### src/rtl/tft_cmd_queue.sv
// Init sequencer plus rectangle-command FIFO in front of the ILI9341 SPI controller.
// Optional pop-time clipping when TFT_CMD_QUEUE_CLIP_EN is defined.
module tft_cmd_queue #(
  parameter int DEPTH_LOG2 = 3,
  parameter int XMAX       = 239,
  parameter int YMAX       = 319
) (
  input  logic                  clk,
  input  logic                  arstn,
  input  logic                  cmd_valid,
  output logic                  cmd_ready,
  input  logic [15:0]           cmd_color,
  input  logic [15:0]           cmd_x0,
  input  logic [15:0]           cmd_x1,
  input  logic [15:0]           cmd_y0,
  input  logic [15:0]           cmd_y1,
  output logic                  tft_init,
  output logic                  tft_draw,
  input  logic                  tft_busy,
  input  logic                  tft_done,
  output logic [15:0]           tft_color,
  output logic [15:0]           tft_xstart,
  output logic [15:0]           tft_xend,
  output logic [15:0]           tft_ystart,
  output logic [15:0]           tft_yend,
  output logic                  ready_init,
  output logic [DEPTH_LOG2:0]   level,
  output logic                  overflow
);

  localparam int DEPTH = 1 << DEPTH_LOG2;

  if (DEPTH_LOG2 < 1 || DEPTH_LOG2 > 6 || XMAX > 65535 || YMAX > 65535)
  begin : g_bad_param
    $error("tft_cmd_queue: illegal parameter");
  end

  typedef enum logic [2:0] {
    BOOT, INIT_REQ, INIT_WAIT, GAP,
    IDLE, CLIP, DRAW_REQ, DRAW_WAIT
  } state_t;

  state_t state;

  logic [79:0]         mem [DEPTH];
  logic [DEPTH_LOG2:0] wptr, rptr;
  logic [DEPTH_LOG2:0] wptr_n, rptr_n;
  logic                push, pop, empty;
  logic [15:0]         h_col, h_x0, h_x1, h_y0, h_y1;
  logic [15:0]         c_x1, c_y1;
  logic                drop;
  state_t              after_pop;

  assign empty = (wptr == rptr);
  assign push  = cmd_valid & cmd_ready;
  assign pop   = (state == IDLE) & ~empty;

  assign {h_col, h_x0, h_x1, h_y0, h_y1} = mem[rptr[DEPTH_LOG2-1:0]];

`ifdef TFT_CMD_QUEUE_CLIP_EN
  localparam logic [15:0] XLIM = 16'(XMAX);
  localparam logic [15:0] YLIM = 16'(YMAX);

  assign c_x1 = (h_x1 > XLIM) ? XLIM : h_x1;
  assign c_y1 = (h_y1 > YLIM) ? YLIM : h_y1;
  assign drop = (h_x0 > h_x1) | (h_y0 > h_y1) |
                (h_x0 > XLIM) | (h_y0 > YLIM);
  assign after_pop = CLIP;
`else
  assign c_x1 = h_x1;
  assign c_y1 = h_y1;
  assign drop = 1'b0;
  assign after_pop = DRAW_REQ;
`endif

  always_comb begin
    wptr_n = wptr + {{DEPTH_LOG2{1'b0}}, push};
    rptr_n = rptr + {{DEPTH_LOG2{1'b0}}, pop};
  end

  always_ff @(posedge clk) begin
    if (push)
      mem[wptr[DEPTH_LOG2-1:0]] <=
        {cmd_color, cmd_x0, cmd_x1, cmd_y0, cmd_y1};
  end

  // full = pointers differ only in the wrap bit
  always_ff @(posedge clk or negedge arstn) begin
    if (!arstn) begin
      wptr      <= '0;
      rptr      <= '0;
      level     <= '0;
      cmd_ready <= 1'b1;
      overflow  <= 1'b0;
    end else begin
      wptr      <= wptr_n;
      rptr      <= rptr_n;
      level     <= wptr_n - rptr_n;
      cmd_ready <= ((wptr_n ^ rptr_n) !=
                    {1'b1, {DEPTH_LOG2{1'b0}}});
      overflow  <= overflow | (cmd_valid & ~cmd_ready);
    end
  end

  always_ff @(posedge clk or negedge arstn) begin
    if (!arstn) begin
      state      <= BOOT;
      tft_init   <= 1'b0;
      tft_draw   <= 1'b0;
      ready_init <= 1'b0;
      tft_color  <= '0;
      tft_xstart <= '0;
      tft_xend   <= '0;
      tft_ystart <= '0;
      tft_yend   <= '0;
    end else begin
      unique case (state)
        BOOT: state <= INIT_REQ;
        INIT_REQ: begin
          if (tft_busy) begin
            tft_init <= 1'b0;
            state    <= INIT_WAIT;
          end else begin
            tft_init <= 1'b1;
          end
        end
        INIT_WAIT: begin
          if (tft_done) begin
            ready_init <= 1'b1;
            state      <= GAP;
          end
        end
        GAP: state <= IDLE;
        IDLE: begin
          if (pop && !drop) begin
            tft_color  <= h_col;
            tft_xstart <= h_x0;
            tft_xend   <= c_x1;
            tft_ystart <= h_y0;
            tft_yend   <= c_y1;
            state      <= after_pop;
          end
        end
        CLIP: state <= DRAW_REQ;
        DRAW_REQ: begin
          if (tft_busy) begin
            tft_draw <= 1'b0;
            state    <= DRAW_WAIT;
          end else begin
            tft_draw <= 1'b1;
          end
        end
        DRAW_WAIT: begin
          if (tft_done)
            state <= GAP;
        end
        default: state <= BOOT;
      endcase
    end
  end

endmodule

### config.mk
export PLATFORM = sky130hd
export DESIGN_NAME = tft_cmd_queue
export DESIGN_NICKNAME = d
export VERILOG_FILES = /design/src/rtl/tft_cmd_queue.sv
export SDC_FILE = /design/constraint.sdc
export NUM_CORES = 1
export LEC_CHECK = 0
export BUFFER_PORTS_ARGS = -buffer_cell sky130_fd_sc_hd__buf_4
export CORE_MARGIN = 1
export CORE_UTILIZATION = 48
export DETAILED_ROUTE_END_ITERATION = 7
export GPL_TIMING_DRIVEN = 0
export PLACE_DENSITY = 0.69
export SYNTH_ARGS = -nofsm -noshare
export SYNTH_HDL_FRONTEND = slang
export SYNTH_SLANG_ARGS = --single-unit
### constraint.sdc
create_clock -name clk -period 7.3 [get_ports clk]
set_clock_uncertainty 0.15 [all_clocks]
set_input_delay 0.365 -clock clk [delete_from_list [all_inputs] [get_ports clk]]
set_output_delay 0.365 -clock clk [all_outputs]
set_load 0.02 [all_outputs]
==> metrics.md <==
| Metric | Value |
|---|---|
| Status | complete, no violations |
| Area contributors post-synth | edfxtp_1 69%, mux4_2 13%, dfrtp_1 8.9% |
| Switching power | 3960 uW |
| DR top layer | met5 |
| Cell variety after synth | 33 |
| Met2 WL | 29,800 um |
| Post-synthesis register bit count | 740 |
| Crit path from | rptr[1] |
| Met1 wire length | 25,100 um |
| Critical Path Source Type | flop |
| Clk_lat worst skew | 610 ps |
| Largest area contributor in the netlist | edfxtp_1 |
| CP Depth | 13 |
| Ys async rst share | roughly 14% |
| WS Path Type | reg2reg |
| Post-synth EDFFs | 640 |
| Post_cts resized | 0 |
| Crit path max fanout | 10 |
| Post-CTS setup buffers | 0 |
| Comb pwr share | 30.3% |
| # IOs | around 170 |
| Delay of the slowest critical-path stage | ~880 ps |
| Die area | 58,600 um^2 |
| PortBufs | 173 |
| Multi-input logic area | 5620 um^2 |
| CP endpoint kind | flop |
| CTS Buf Count | 73 |
| Post-synthesis net count | 1,368 |
| Layout Utilization | 59.4% |
| Nets@finish | 1,742 |
| Yosys top cell area share | 69.4% |
| CTS tree | yes |
| Area Growth Syn to Fin | 21.8% |
| Core area | 56,700 um^2 |
| RD Place Congestion | 0.717 |
| Initial antenna violation count | 3 |
| Die Y-Extent | 242 um |
| First-pass DRT Iterations | 5 |
| Sequential share of the synthesized area | 78.5% |
| # hold bufs at CTS | 84 |
| LEAKAGE | 0.0116 uW |
| Number of diodes | 0 |
| Layout cells sized above 1 | a little under a third |
| Seq pwr share | 43.1% |
| # clock sinks | 740 |
| Total Power | 13,100 uW |
| CP bufs+invs | 5 |
| Global-route usage over all layers | 20.9% |
| Via count | roughly 14,000 |
| HP Class | in2async |
| Largest net degree at the start of global routing | 74 |
| Worst-path clk slew | 60 ps |
| Hold Slack | roughly 85 ps |
| Final Cycle Share | 58.4% |
| Switch share | 30.2% |
| Post-layout minimum cycle time | 4260 ps |
| Detailed-placement wirelength estimate | 37,200 um |
| DR iter-0 viols | 1,070 |
| Worst setup path endpoint | level[3] |
| Cell internal pwr | 9170 uW |
| Setup WS post-layout | 3040 ps |
| Max-Cap Viols | 0 |
| RSZ-0062 raised after global routing | false |
| Fin. Hold Viols | 0 |
| YS warnings | 0 |
| Vias in the first global route | 14,473 |
| Vias per std cell | between 5 and 6 |
| Setup WS pre-CTS | ~3000 ps |
| First-pass GRT wire length | roughly 90,000 um |
| Crit path cell chain | buf_2 > xor2_1 > o41ai_4 > buf_8 > buf_6 > buf_6 > inv_1 > ha_1 > ha_1 > xnor2_1 > a22o_1 > maj3_1 > xnor2_1 |
| Reg-to-Reg Start | rptr[1] |
| Largest delay share family, worst path | compound AO/OA/AOI/OAI gates |
| CP max-delay cell | o41ai_4 |
| Fmax | 0.235 GHz |
| Routed Wire Length | ~60,000 um |
| Power share of the clock group | 26.6% |
| Post-synthesis instance total | 1,276 |
| Initial Utilization | between 40% and 50% |
| Reg2reg setup slack | 3040 ps |
| Residual DRC | 0 |
| Most common cell after layout, fill and taps aside | edfxtp_1 |
| Clock Path Buffers | 3 |
| Detail Route Antenna Nets | 0 |
| Avg Cell Area, Syn | roughly 22 um^2 |
| Worst Tran Pin Value | 978 ps |
| Root buffer cell | clkbuf_16 |
| Die width | 242 um |
| FF+latch area | 21,700 um^2 |
| Commonest cells after routing, fill and taps aside | 640 x edfxtp_1, 179 x buf_4, 160 x mux4_2 |
| Met3 wire length | 3780 um |
| Critical Path AT | 4600 ps |
| Max Slew Vio Count | 0 |
| Grt total ovfl | 0 |
| Post-synth top flop | edfxtp_1 |
| Fillers | 4,083 |
| Wire length per cell | 24.2 um |
| Mapped Area | 27,700 um^2 |
| Maximum vdd drop | 0.252 mV |
| Slew headroom | 34.6% |
| WP data required | between 7000 and 8000 ps |
| Final-report setup violation count | 0 |
| Cell row count | 87 |
| R2R Path End | level[3] |
| Post-layout instance count excluding filler cells | between 2,000 and 2,500 |
| R2r worst-path depth | 13 |
| H-tree levels | 3 |
| Pwr per Cell Area | 390 nW/um^2 |
| Placed cell count | 2,247 |
[synth_stat cells (2+ instances only)]
cell type and number:
a21o_1 2, mux4_2 160, xor2_1 7, buf_2 21, nor2_1 9, a21oi_1 4, nand2_1 84, o21ai_1 10
inv_1 10, buf_4 6, dfrtp_1 99, nand3_1 3, ha_1 7, buf_1 3, edfxtp_1 640, mux2i_1 81
xnor2_1 6, nor3_1 3, nand2b_1 4, clkbuf_1 24, buf_6 10, o21ai_0 72
[sequential cells by signal, indices dropped and copies added (netlist names)]
| signal | flops |
|---|---|
| cmd_ready | 1 |
| level | 4 |
| mem | 640 |
| overflow | 1 |
| ready_init | 1 |
| rptr | 4 |
| state | 3 |
| tft_color | 16 |
| tft_draw | 1 |
| tft_init | 1 |
| tft_xend | 16 |
| tft_xstart | 16 |
| tft_yend | 16 |
| tft_ystart | 16 |
| wptr | 4 |
[power by group through the flow]
stage	clock, uW	combinational (uW)	sequential (uW)
finish	3490	3980	5650
global route	3720	4290	5720
CTS	3560	4080	5660
detailed placement	0	4020	5740
global placement	0	3770	5870
floorplan	0	2260	6000
[logic make-up (layout without fill, tap and decap cells)]
logic type                 after synthesis  in the layout  synth area share [%]
DFF                                    740            740                  78.5
muxes                                  241            241                  15.9
xor gates and xnor gates                13             13                 0.411
and+or+nand+nor                        108            108                  1.59
adders and majority gates                8              8                 0.352
AOI/OAI and AO/OA                       92             92                  1.80
buffers and inverters                   74            501                  1.45
[through the flow]
| stage | instance area (um^2) | TNS (ps) |
|---|---|---|
| after global placement | 29900 | -1446610 |
| after detailed placement | 30700 | 0 |
| after floorplan | 27700 | 0 |
| after CTS | 33700 | 0 |
| final | 33700 | 0 |
| after global routing | 33700 | 0 |
[layer usage]
metal	track usage, %	up-vias
li1	-	5929
met1	28.2	7126
met2	34.6	394
met3	4.55	76
met4	5.71	6
met5	0	-
[cell type report]
class | instances | area share, %
sequential | 740 | 64.4
multi-input combinational | 462 | 16.7
timing repair buffer | 299 | 8.41
clock buffer | 91 | 5.68
tap | 756 | 2.81
buffer | 64 | 1.08
clock inverter | 37 | 0.813
inverter | 10 | 0.111
[worst min path at each step]
stage / endpoint / start / cells after the start
finish: tft_color[15] / arstn / 2
global route: tft_color[15] / arstn / 2
CTS: tft_color[15] / arstn / 2
detailed placement: tft_color[15] / arstn / 1
global placement: overflow / overflow / 1
floorplan: level[0] / arstn / 0
Power figures use the tool's default switching activity.
